==> src/rtl/top_if.sv <==
// Bundles the command, key, ALU and status signals of the lockable
// memory/ALU/divider block so that the design and its bench connect
// through a single port.
interface top_if;
    logic        InputKey;
    logic        ValidCmd;
    logic        RW;
    logic        ConfigDiv;
    logic [7:0]  Addr;
    logic [31:0] Din;
    logic [7:0]  InA;
    logic [7:0]  InB;
    logic [3:0]  Sel;
    logic        Unlocked;
    logic [15:0] AluOut;
    logic        Zero;
    logic [31:0] Dout;
    logic        RdValid;
    logic        ClkOut;

    // Driver side: issues key bits, commands and operands.
    modport master (
        output InputKey, ValidCmd, RW, ConfigDiv, Addr, Din, InA, InB, Sel,
        input  Unlocked, AluOut, Zero, Dout, RdValid, ClkOut
    );

    // Design side: consumes commands and presents registered results.
    modport slave (
        input  InputKey, ValidCmd, RW, ConfigDiv, Addr, Din, InA, InB, Sel,
        output Unlocked, AluOut, Zero, Dout, RdValid, ClkOut
    );
endinterface

==> src/rtl/top.sv <==
// Key-locked command block: a serial 0,1,0,1 key opens the unit, after
// which commands read/write a 16x32 memory or the clock-divider register
// and drive a registered 8-bit ALU. The clock divider runs independently
// of the lock state.
module top #(
    parameter int DATA_W = 32
) (
    input  logic Clk,
    input  logic Reset,
    top_if.slave bus
);

    localparam logic [2:0] S0   = 3'd0;
    localparam logic [2:0] S1   = 3'd1;
    localparam logic [2:0] S2   = 3'd2;
    localparam logic [2:0] S3   = 3'd3;
    localparam logic [2:0] OPEN = 3'd4;

    logic [2:0]        state;
    logic [2:0]        state_nxt;
    logic              unlocked;
    logic              accept;
    logic              wr_div;
    logic              wr_mem;
    logic              rd_cmd;
    logic [3:0]        idx;
    logic [15:0]       alu_res;
    logic [15:0]       alu_q;
    logic              zero_q;
    logic [DATA_W-1:0] dout_q;
    logic              rd_valid_q;
    logic [DATA_W-1:0] div_val;
    logic [DATA_W-1:0] cnt;
    logic              clk_out_q;
    logic [DATA_W-1:0] mem [16];
    logic              unused_addr;

    // Eight-bit operands are zero-extended to 16 bits so that subtraction
    // wraps in 16-bit two's complement and the product never overflows.
    function automatic logic [15:0] alu_f(input logic [7:0] a,
                                          input logic [7:0] b,
                                          input logic [3:0] sel);
        logic [15:0] ea;
        logic [15:0] eb;
        logic [15:0] r;
        ea = {8'h00, a};
        eb = {8'h00, b};
        r  = 16'h0000;
        case (sel)
            4'd0:    r = ea + eb;
            4'd1:    r = ea - eb;
            4'd2:    r = ea * eb;
            4'd3:    r = ea & eb;
            4'd4:    r = ea | eb;
            4'd5:    r = ea ^ eb;
            4'd6:    r = {8'h00, ~a};
            4'd7:    r = ea << b[2:0];
            4'd8:    r = ea >> b[2:0];
            4'd9:    r = {15'd0, (a > b)};
            4'd10:   r = {15'd0, (a == b)};
            default: r = 16'h0000;
        endcase
        return r;
    endfunction

    assign unlocked    = (state == OPEN);
    assign accept      = unlocked & bus.ValidCmd;
    assign wr_div      = accept & bus.RW & bus.ConfigDiv;
    assign wr_mem      = accept & bus.RW & ~bus.ConfigDiv;
    assign rd_cmd      = accept & ~bus.RW;
    assign idx         = bus.Addr[3:0];
    assign alu_res     = alu_f(bus.InA, bus.InB, bus.Sel);
    assign unused_addr = ^bus.Addr[7:4];

    // Key recogniser: next state from the current state and the key bit.
    always_comb begin
        state_nxt = state;
        case (state)
            S0:      state_nxt = bus.InputKey ? S0   : S1;
            S1:      state_nxt = bus.InputKey ? S2   : S1;
            S2:      state_nxt = bus.InputKey ? S0   : S3;
            S3:      state_nxt = bus.InputKey ? OPEN : S1;
            OPEN:    state_nxt = OPEN;
            default: state_nxt = S0;
        endcase
    end

    // Key recogniser state register; OPEN is left only through reset.
    always_ff @(posedge Clk or negedge Reset) begin
        if (!Reset) begin
            state <= S0;
        end else begin
            state <= state_nxt;
        end
    end

    // Memory array: written only by accepted memory writes.
    always_ff @(posedge Clk or negedge Reset) begin
        if (!Reset) begin
            for (int i = 0; i < 16; i++) begin
                mem[i] <= '0;
            end
        end else if (wr_mem) begin
            mem[idx] <= bus.Din;
        end
    end

    // Read port: one-clock latency, data held between reads, valid pulses.
    always_ff @(posedge Clk or negedge Reset) begin
        if (!Reset) begin
            dout_q     <= '0;
            rd_valid_q <= 1'b0;
        end else begin
            rd_valid_q <= rd_cmd;
            if (rd_cmd) begin
                dout_q <= mem[idx];
            end
        end
    end

    // ALU result and zero flag update together on every accepted command.
    always_ff @(posedge Clk or negedge Reset) begin
        if (!Reset) begin
            alu_q  <= 16'h0000;
            zero_q <= 1'b1;
        end else if (accept) begin
            alu_q  <= alu_res;
            zero_q <= (alu_res == 16'h0000);
        end
    end

    // Divider register: a new value restarts the count but keeps ClkOut.
    always_ff @(posedge Clk or negedge Reset) begin
        if (!Reset) begin
            div_val <= DATA_W'(1);
        end else if (wr_div) begin
            div_val <= bus.Din;
        end
    end

    // Divider counter: toggles ClkOut every div_val cycles, idles at 0 when off.
    always_ff @(posedge Clk or negedge Reset) begin
        if (!Reset) begin
            cnt       <= '0;
            clk_out_q <= 1'b0;
        end else if (wr_div) begin
            cnt       <= '0;
        end else if (div_val == '0) begin
            cnt       <= '0;
            clk_out_q <= 1'b0;
        end else if (cnt == div_val - DATA_W'(1)) begin
            cnt       <= '0;
            clk_out_q <= ~clk_out_q;
        end else begin
            cnt       <= cnt + DATA_W'(1);
        end
    end

    assign bus.Unlocked = unlocked;
    assign bus.AluOut   = alu_q;
    assign bus.Zero     = zero_q;
    assign bus.Dout     = dout_q;
    assign bus.RdValid  = rd_valid_q;
    assign bus.ClkOut   = clk_out_q;

endmodule

==> src/flat_wrapper.sv <==
// flat-port wrapper written by rule: the top's interface ports become plain ports
module top_flat 
#(
    parameter int DATA_W = 32
)
  (Clk, Reset, bus_InputKey, bus_ValidCmd, bus_RW, bus_ConfigDiv, bus_Addr, bus_Din, bus_InA, bus_InB, bus_Sel, bus_Unlocked, bus_AluOut, bus_Zero, bus_Dout, bus_RdValid, bus_ClkOut);
  top_if bus_i ();
  input  logic Clk;
  input  logic Reset;
  input wire logic [$bits(bus_i.InputKey)-1:0] bus_InputKey;
  input wire logic [$bits(bus_i.ValidCmd)-1:0] bus_ValidCmd;
  input wire logic [$bits(bus_i.RW)-1:0] bus_RW;
  input wire logic [$bits(bus_i.ConfigDiv)-1:0] bus_ConfigDiv;
  input wire logic [$bits(bus_i.Addr)-1:0] bus_Addr;
  input wire logic [$bits(bus_i.Din)-1:0] bus_Din;
  input wire logic [$bits(bus_i.InA)-1:0] bus_InA;
  input wire logic [$bits(bus_i.InB)-1:0] bus_InB;
  input wire logic [$bits(bus_i.Sel)-1:0] bus_Sel;
  output wire logic [$bits(bus_i.Unlocked)-1:0] bus_Unlocked;
  output wire logic [$bits(bus_i.AluOut)-1:0] bus_AluOut;
  output wire logic [$bits(bus_i.Zero)-1:0] bus_Zero;
  output wire logic [$bits(bus_i.Dout)-1:0] bus_Dout;
  output wire logic [$bits(bus_i.RdValid)-1:0] bus_RdValid;
  output wire logic [$bits(bus_i.ClkOut)-1:0] bus_ClkOut;
  assign bus_i.InputKey = bus_InputKey;
  assign bus_i.ValidCmd = bus_ValidCmd;
  assign bus_i.RW = bus_RW;
  assign bus_i.ConfigDiv = bus_ConfigDiv;
  assign bus_i.Addr = bus_Addr;
  assign bus_i.Din = bus_Din;
  assign bus_i.InA = bus_InA;
  assign bus_i.InB = bus_InB;
  assign bus_i.Sel = bus_Sel;
  assign bus_Unlocked = bus_i.Unlocked;
  assign bus_AluOut = bus_i.AluOut;
  assign bus_Zero = bus_i.Zero;
  assign bus_Dout = bus_i.Dout;
  assign bus_RdValid = bus_i.RdValid;
  assign bus_ClkOut = bus_i.ClkOut;
  top #(.DATA_W(DATA_W)) u_core (.Clk(Clk), .Reset(Reset), .bus(bus_i));
endmodule
==> config.mk <==
export PLATFORM = sky130hd
export DESIGN_NAME = top_flat
export DESIGN_NICKNAME = d
export VERILOG_FILES = /design/src/rtl/top_if.sv /design/src/rtl/top.sv /design/src/flat_wrapper.sv
export SDC_FILE = /design/constraint.sdc
export NUM_CORES = 1
export LEC_CHECK = 0
export BUFFER_PORTS_ARGS = -buffer_cell sky130_fd_sc_hd__buf_2
export CAP_MARGIN = 20
export CELL_PAD_IN_SITES_DETAIL_PLACEMENT = 1
export CELL_PAD_IN_SITES_GLOBAL_PLACEMENT = 2
export CORE_MARGIN = 4
export CORE_UTILIZATION = 48
export DETAILED_ROUTE_END_ITERATION = 16
export PLACE_DENSITY = 0.89
export SLEW_MARGIN = 25
export SYNTH_ARGS = -nofsm -noshare
export SYNTH_HDL_FRONTEND = slang
export SYNTH_SLANG_ARGS = --single-unit
==> constraint.sdc <==
create_clock -name Clk -period 7 [get_ports Clk]
set_input_delay 0 -clock Clk [delete_from_list [all_inputs] [get_ports Clk]]
set_output_delay 0 -clock Clk [all_outputs]
set_load 0.01 [all_outputs]
==> results of run 1 <==
-- critical path, delay by kind of cell --
family | cells | cell delay, ns
simple gates | 7 | 2.60
compound gates | 1 | 0.18
buf+inv | 4 | 1.28
fa+ha+maj | 4 | 1.65
-- cell usage in the layout, fill, tap and decap left out, types with 30 or more instances in the layout --
cell type and n:
dfrtp_1 628, a21oi_1 38, xnor2_1 50, fa_1 38
buf_4 30, o21ai_0 36, inv_1 93, xor2_1 34
nand2_1 76, dlygate4sd3_1 35, mux4_2 164, mux2_2 573
nor2_1 132, clkbuf_16 68, ha_1 64, buf_2 109
-- cell type report --
cell class / count / area, sq um / area share
clock inverters: 18 / 218 / 0.00593
diodes: 2 / 5.00 / 0.000136
multi-input cells: 1536 / 16100 / 0.437
flip-flops and latches: 630 / 15800 / 0.430
well taps: 873 / 1090 / 0.0298
repair buffers: 182 / 1260 / 0.0343
clock buffers: 98 / 1950 / 0.0532
inverters: 95 / 357 / 0.00971
-- logic make-up after synthesis --
group,after synthesis,share of synthesized area
multiplexers,764,0.318
flip-flops,630,0.481
AND/OR/NAND/NOR,422,0.0651
buffers and inverters,272,0.0328
AO/OA/AOI/OAI,164,0.0334
adder cells (fa/ha/maj),102,0.0476
XOR/XNOR,84,0.0224
-- where the power goes --
group          switching, mW  internal [mW]  leakage (nW)  total [mW]
sequential             0.142           3.77          8.74        3.91
combinational          0.804          0.541          7.89        1.35
clock                   1.49           2.06          1.06        3.55
-- worst paths after layout --
path,start,end,slack (ns),depth (start not counted)
max in group asynchronous,Reset,u_core.mem[439],5.00,4
worst max-delay path,bus_InB[1],u_core.bus.Zero,1.83,16
worst max register to register,u_core.state[1],u_core.mem[410],2.45,7
worst min register to register,u_core.state[2],u_core.state[1],0.48,1
min in group Clk,bus_Addr[3],u_core.mem[355],0.06,3
worst min-delay path,Reset,u_core.mem[408],0.02,2
-- through the flow --
stage	area (sq um)	hold WS (ns)	util
after global placement	34100	0.0595	0.507
after detailed placement	34200	0.0808	0.507
after CTS	36700	0.0169	0.544
after global routing	36700	0.0601	0.545
final	36700	0.0213	0.545
after floorplan	32800	-0.296	-
-- repair_timing --
item                                    4_1_cts  5_1_grt
setup buffers                                 0        0
endpoints found under the setup margin        0        0
hold buffers                                 35        0
endpoints found under the hold margin       641        0
-- state kept, by name, summed over array words and instances, names as in the netlist --
name	cells
u_core.bus.ClkOut	1
u_core.state	3
u_core.bus.AluOut	16
u_core.cnt	32
u_core.div_val	32
u_core.bus.Zero	1
u_core.bus.Dout	32
u_core.mem	512
u_core.bus.RdValid	1
-- per-layer routing --
metal	vias to the layer above	share of wire
met5	-	0
met4	0	0.027
met3	156	0.039
met2	452	0.51
met1	11400	0.42
li1	8987	-
==> impl_results.md, run 1 <==
- Status: completed
- DP Worst Slack: 1.31 ns
- DPL Wire Length: 57900 um
- Die Y: 269 um
- Initial antenna violation count: 2
- Hold Crit Class: primary input to async pin
- Design Power: 8.81 mW
- WP data arrival: 5.72 ns
- CP peak stage delay: 0.69 ns
- VDD IR max: 0.237 mV
- Fill cells: 6419
- Root Buffer: clkbuf_16
- WL/cell: 27.6 um
- Critical Path Fanout Max: 24
- Share of the synthesized area in the top cell type: 0.479
- CTS Buf Count: 68
- First-pass GRT wire length: 147000 um
- Initial Utilization: 0.487
- Clk_lat worst skew: 0.61 ns
- Io pins: 118
- Yosys warning total: 0
- # resized after CTS: 0
- Required @ worst endpoint: 7.54 ns
- P&R area growth vs syn: 11.9%
- RSZ-0062 raised after global routing: no
- Most crowded layer after global routing: met2
- H-tree Lvls: 3
- CTS Buffer Depth: 3
- Slowest stage cell, crit path: clkinv_1
- Total number of vias: 21000
- Vias in the first global route: 23700
- Final WS setup: 1.83 ns
- Slew at the pin closest to its max-slew limit: 1.09 ns
- Final std cells w/o fill: 3434
- Total die area: 72600 sq um
- Slew margin rel.: 0.270
- DR DRC count: 0
- Syn avg cell area: 13.5 sq um
- Dpl cells: 3280
- Share of cells above drive strength 1: 0.397
- Clk slew on worst S/H paths: 0.06 ns
- Final Max Tran Viols: 0
- Most used cell, CP: fa_1
- Crit path cell chain: buf_2 -> clkinv_1 -> nor2_1 -> fa_1 -> inv_1 -> fa_1 -> fa_1 -> inv_1 -> ha_1 -> nor3b_1 -> nor3_1 -> nor4_1 -> nand2_1 -> or4_1 -> nor4_1 -> a22o_1
- Met1 Usage GRT: 0.343
- Worst Setup Start Kind: primary input
- Power density cells: 240 nW/um^2
- GRT Total Usage: 0.260
- Final Cycle Share: 0.739
- Fmax: 193 MHz
- # setup viols final: 0
- Post-route minimum period: 5.17 ns
- Most frequent cell after synthesis: dfrtp_1
- IO buf count: 113
- Core area: 67400 sq um
- Detailed router's first-iteration violation count: 1312
- DR pass1 iterations: 5
- Syn_nets: 2606
- Post-synthesis sequential area ratio: 0.481
- Largest net degree at the start of global routing: 176
- Pleak: 17.7 nW
- Clock Skew: 0.0258 ns
- Grt total ovfl: 0
- Final Hold Viols: 0
- CTS tree: yes
- Flop and latch count out of synthesis: 630
- Ys async rst share: 1.00
- Critical path capture point type: flip-flop
- Max Cap Viol: 0
- RD Place Congestion: 0.937
- Synth Cell Area: 32800 sq um
- Post-synth EDFFs: 0
- Sink Count: 630
- Fin nets: 2681
- DRT Wirelength: 94600 um
- Area contributors post-synth: dfrtp_1, mux2_2, mux4_2
- Synth area leader: dfrtp_1
- Syn Inst Count: 2438
- Met2 usage: 0.448
- Antenna-violating nets left: 0
- Routed vias/inst: 6.11
- Floorplan row count: 95
- M3 GR Usage: 0.0406
- Final TNS setup: 0 ns
- Synth cell count leaders: dfrtp_1, mux2_2, mux4_2
- Top FF cell, synth: dfrtp_1
- Synth cell types: 81
- Die Width: 269 um
- Kind of critical path: primary input to flip-flop
No activity file was read; power rests on OpenSTA's default activity.
==> run 2, diff against run 1 <==
CORE_UTILIZATION = 41   (was 48)
PLACE_DENSITY = 0.81   (was 0.89)
clock period = 4.7 ns   (was 7 ns; I/O delays follow)
==> run 2 against run 1 <==
  * Design area increased by 3.1%
  * Largest power group unchanged
  * Core utilization decreased by 6.6 points
  * Critical endpoint unchanged
  * Non-clock buffer count increased by 87
  * Clock skew increased by 0.014 ns
==> impl_results.md, run 2 (synthesized netlist as in run 1, its figures left out) <==
- Commonest non-fill, non-tap cell in the layout: dfrtp_1
- Register area: 15800 sq um
- Io pins: 118
- Grt total ovfl: 0
- Total die area: 84600 sq um
- DR DRC count: 0
- Total number of vias: 21300
- Hold WS: 0.0329 ns
- Fmax: 228 MHz
- GRT Total Usage: 0.227
- RSZ-0062 raised after global routing: no
- Power density cells: 362 nW/um^2
- P&R area growth vs syn: 15.4%
- VDD IR max: 0.229 mV
- Core area: 79100 sq um
- Final Cycle Share: 0.933
- Post-route minimum period: 4.39 ns
- Share of cells above drive strength 1: 0.418
- RD Place Congestion: 0.913
- Initial antenna violation count: 4
- Vias in the first global route: 23800
- Routed vias/inst: 5.75
- Critical Path Fanout Max: 6
- Hold Crit Class: primary input to async pin
- Antenna-violating nets left: 0
- Die Y: 291 um
- WL/cell: 25.9 um
- Design Power: 13.7 mW
- Max Cap Viol: 0
- Required @ worst endpoint: 5.23 ns
- Top reg by flops: u_core.mem
- Pleak: 18.2 nW
- Floorplan row count: 103
- IO buf count: 113
- Multi-input gate area: 16100 sq um
- H-tree Lvls: 3
- Die Width: 291 um
- Max FFs per register: 512
- Clk slew on worst S/H paths: 0.06 ns
- Fill cells: 7953
- Sink Count: 630
- Fin nets: 2771
- # setup viols final: 0
- Slew at the pin closest to its max-slew limit: 1.02 ns
- Detailed router's first-iteration violation count: 1403
- DRT Wirelength: 96000 um
- First-pass GRT wire length: 149000 um
- Clock Skew: 0.0401 ns
- Final Max Tran Viols: 0
- Highest-count cells in the layout ignoring fill and taps: dfrtp_1, mux2_2, mux4_2, nor2_1, buf_4
- Worst Setup Start Kind: primary input
- Largest net degree at the start of global routing: 152
- Root Buffer: clkbuf_16
- DR pass1 iterations: 5
- Clk_lat worst skew: 0.62 ns
- Final TNS setup: 0 ns
- Kind of critical path: primary input to flip-flop
- DP Worst Slack: -0.327 ns
- CTS Buf Count: 71
- Slew margin rel.: 0.313
- CTS Buffer Depth: 3
- DPL Wire Length: 61200 um
- CTS tree: yes
- Status: completed
- R2r setup slk: 0.84 ns
- Final WS setup: 0.314 ns
- WP data arrival: 4.92 ns
- Final Hold Viols: 0
- Ant diodes: 0
- Initial Utilization: 0.414
- Critical path capture point type: flip-flop
[run 2: where the power goes]
part | internal (mW) | switching [mW]
registers | 5.61 | 0.204
clock network | 3.37 | 2.29
logic | 0.952 | 1.28
total | 9.93 | 3.77
[run 2: per-stage QoR]
| step | cells | utilization | cell area, sq um |
|---|---|---|---|
| finish | 3705 | 0.478 | 37900 |
| global route | 3705 | 0.478 | 37900 |
| CTS | 3705 | 0.478 | 37800 |
| detailed placement | 3543 | 0.444 | 35100 |
| global placement | 3543 | 0.444 | 35100 |
| floorplan | 2438 | - | 32800 |
[run 2: routing by layer]
layer / global-route usage / vias to the layer above / share of wire
met5: 0 / - / 0.00028
met4: 0.0550 / 4 / 0.020
met3: 0.0323 / 131 / 0.040
met2: 0.386 / 453 / 0.50
met1: 0.309 / 11500 / 0.44
li1: - / 9193 / -
[run 2: repair_timing]
action / 4_1_cts / 5_1_grt
setup buffers: 0 / 0
hold endpoints to repair: 670 / 0
endpoints found under the setup margin: 0 / 1
hold buffers: 37 / 0
gates resized for setup: 0 / 1
[run 2: final timing paths]
| kind | from | to | depth (start not counted) |
|---|---|---|---|
| worst max-delay path | bus_InA[5] | u_core.bus.Zero | 20 |
| worst min-delay path | Reset | u_core.bus.Dout[25] | 2 |
| worst max register to register | u_core.state[1] | u_core.mem[380] | 8 |
| worst min register to register | u_core.bus.AluOut[5] | u_core.bus.AluOut[5] | 1 |
| max in group asynchronous | Reset | u_core.mem[460] | 3 |
| min in group Clk | bus_Sel[3] | u_core.bus.AluOut[0] | 4 |
[run 2: layout make-up]
| type | count | area share |
|---|---|---|
| timing repair buffer | 269 | 0.0520 |
| tap | 1050 | 0.0347 |
| multi-input combinational | 1536 | 0.425 |
| clock buffer | 99 | 0.0527 |
| sequential | 630 | 0.417 |
| inverter | 95 | 0.00949 |
| clock inverter | 26 | 0.00978 |
[run 2: critical path, cell delays in order]
cell,delay (ns)
buf_2,0.11
inv_1,0.10
buf_4,0.17
nor2_1,0.07
fa_1,0.50
inv_1,0.06
fa_1,0.58
fa_1,0.44
fa_1,0.50
inv_1,0.04
ha_1,0.18
or2_4,0.24
or3_1,0.39
o22ai_1,0.19
xnor2_1,0.14
a221oi_2,0.28
nand2_1,0.08
or4_1,0.40
nor4_1,0.29
a22o_1,0.16
==> run 3, diff against run 2 <==
ABC_AREA = 1   (was not set)
CORE_UTILIZATION = 35   (was 41)
==> run 3 against run 2 <==
  * Final cell count rose by 36%
  * Core utilization fell by 7.4 points
  * Die area rose by 14%
  * Area after synthesis fell by 2.4%
  * Sequential cell count did not move
  * Design area fell by 3.3%
  * Clock skew fell by 0.0076 ns
  * Critical path depth rose by 2
  * Sequential power rose by 7.4%
  * First-iteration DRC count rose by 54%
  * Non-clock buffer count fell by 99
  * Maximum frequency rose by 23%
  * Critical endpoint unchanged
  * Highest routed layer unchanged
==> impl_results.md, run 3 <==
- Status: completed
- Syn Inst Count: 3798
- Initial Utilization: 0.354
- Highest-count cells in the layout ignoring fill and taps: nand2_1, dfrtp_1, o21ai_0, inv_1, a22oi_1
- Final WS setup: 1.14 ns
- Required @ worst endpoint: 5.26 ns
- Placement Cell Area: 33700 sq um
- Max FFs per register: 512
- RSZ-0062 raised after global routing: no
- Flop and latch count out of synthesis: 630
- Most crowded layer after global routing: met2
- CTS Buf Count: 75
- Area contributors post-synth: dfrtp_1, nand2_1, o21ai_0
- IO buf count: 113
- Dpl cells: 4881
- Yosys warning total: 0
- Post-synthesis sequential area ratio: 0.492
- Syn_nets: 3966
- Io pins: 118
- Synth Cell Area: 32000 sq um
- Commonest non-fill, non-tap cell in the layout: nand2_1
- Clk_lat worst skew: 0.64 ns
- Most frequent cell after synthesis: nand2_1
- CTS Buffer Depth: 3
- # resized after CTS: 0
- Antenna-violating nets left: 0
- Met2 usage: 0.371
- Final std cells w/o fill: 5051
- Slew at the pin closest to its max-slew limit: 1.09 ns
- H-tree Lvls: 3
- Share of cells above drive strength 1: 0.0897
- Pleak: 17.1 nW
- Vias in the first global route: 28100
- VDD IR max: 0.319 mV
- Design Power: 16.8 mW
- DP Worst Slack: 0.531 ns
- P&R area growth vs syn: 14.3%
- GRT Total Usage: 0.229
- Synth cell count leaders: nand2_1, dfrtp_1, o21ai_0
- Die Width: 310 um
- Floorplan row count: 110
- CTS tree: yes
- Core area: 90400 sq um
- DRT Wirelength: 109000 um
- Clk slew on worst S/H paths: 0.06 ns
- Fin nets: 3975
- Kind of critical path: primary input to flip-flop
- Final Max Tran Viols: 0
- First-pass GRT wire length: 172000 um
- DPL Wire Length: 68000 um
- Detailed router's first-iteration violation count: 2160
- Total die area: 96400 sq um
- Share of the synthesized area in the top cell type: 0.491
- Synth area leader: dfrtp_1
- Critical path capture point type: flip-flop
- # setup viols final: 0
- Final TNS setup: 0 ns
- Hold Crit Class: primary input to async pin
- Grt total ovfl: 0
- Initial antenna violation count: 5
- Top reg by flops: u_core.mem
- Ys async rst share: 1.00
- WL/cell: 21.7 um
- Slew margin rel.: 0.263
- Largest net degree at the start of global routing: 153
- Max Cap Viol: 0
- Critical Path Fanout Max: 14
- Post-synth EDFFs: 0
- WP data arrival: 4.11 ns
- Synth cell types: 55
- Power density cells: 458 nW/um^2
- Post-route cell area: 36600 sq um
- Met1 Usage GRT: 0.327
- Total number of vias: 27300
- DR DRC count: 0
- Post-route minimum period: 3.56 ns
- Root Buffer: clkbuf_16
- Final Hold Viols: 0
- Routed vias/inst: 5.41
- Syn avg cell area: 8.43 sq um
- Sink Count: 630
- Die Y: 310 um
- Fill cells: 10700
- Final Cycle Share: 0.757
- Top FF cell, synth: dfrtp_1
- Post-CTS Setup Repair Bufs: 0
- DR pass1 iterations: 6
- RD Place Congestion: 0.875
- Clock Skew: 0.0326 ns
- Worst Setup Start Kind: primary input
- M3 GR Usage: 0.0269
- Fmax: 281 MHz
[run 3: changes by cell type after synthesis, moves of 91 or more]
cell and delta:
nand2_1 +886, o21ai_0 +571, inv_1 +193, a22oi_1 +256
mux2_2 -573, nand3_1 +91, mux4_2 -164, clkbuf_1 +96
[run 3: final timing paths]
path                                        end  cells past startpoint  slack, ns                  from
hold / removal                  u_core.mem[356]                      2     0.0002                 Reset
max in group asynchronous       u_core.mem[267]                      3       3.32                 Reset
min in group Clk                u_core.mem[443]                      3       0.03           bus_Din[27]
setup reg to reg                u_core.mem[187]                     10       1.40       u_core.state[1]
setup / recovery                u_core.bus.Zero                     22       1.14            bus_InB[2]
hold reg to reg            u_core.bus.AluOut[1]                      2       0.48  u_core.bus.AluOut[1]
[run 3: area by class of cell]
cell class              count  area, sq um  share of cell area
repair buffers            170         1160              0.0316
well taps                1176         1470              0.0402
diodes                      6         15.0            0.000410
inverters                 296         1120              0.0306
clock inverters            28          378              0.0103
flip-flops and latches    630        15800               0.431
clock buffers             111         2260              0.0619
multi-input cells        2634        14400               0.394
[run 3: power by group]
group | internal [mW] | total (mW) | switching [mW]
clock network | 3.69 | 6.16 | 2.46
logic | 1.41 | 4.36 | 2.95
registers | 5.84 | 6.25 | 0.414
total | 10.9 | 16.8 | 5.82
[run 3: stage by stage]
step | util | hold slack [ns]
3_3_place_gp | 0.372 | 0.0798
3_5_place_dp | 0.372 | 0.0683
2_1_floorplan | - | -0.296
5_1_grt | 0.404 | 0.0500
6_report | 0.405 | 0.000240
4_1_cts | 0.404 | 0.00397
[run 3: worst max-delay path: stages]
cell and delay, ns:
buf_2 0.21, nand2_1 0.11, inv_1 0.06, fa_1 0.44, fa_1 0.49, inv_1 0.06
fa_1 0.49, fa_1 0.50, inv_1 0.04, ha_1 0.36, nand3_1 0.10, nand2_1 0.15
inv_1 0.05, o21ai_0 0.28, a21oi_1 0.10, o21ai_0 0.09, nand3_1 0.15, nor2_1 0.13
nand2_1 0.07, nor2_1 0.10, nand3_1 0.07, nand2_1 0.06
[run 3: kinds of logic after synthesis]
family,share of synthesized area
xor gates and xnor gates,0.0150
DFF,0.492
buffers and inverters,0.0638
adders and majority gates,0.0488
AOI/OAI and AO/OA,0.198
and+or+nand+nor,0.182
[run 3: metal layers]
metal  part of all wire  routed length, um  up-vias
li1                   -                  -    12800
met1               0.47              51800    13800
met2               0.46              50400      559
met3              0.042               4610      161
met4              0.025               2700        4
met5            0.00025                 27        -
[run 3: repair_timing]
| item | in CTS | in global routing |
|---|---|---|
| endpoints found under the hold margin | 295 | 0 |
| endpoints found under the setup margin | 0 | 0 |
| hold buffers | 25 | 0 |
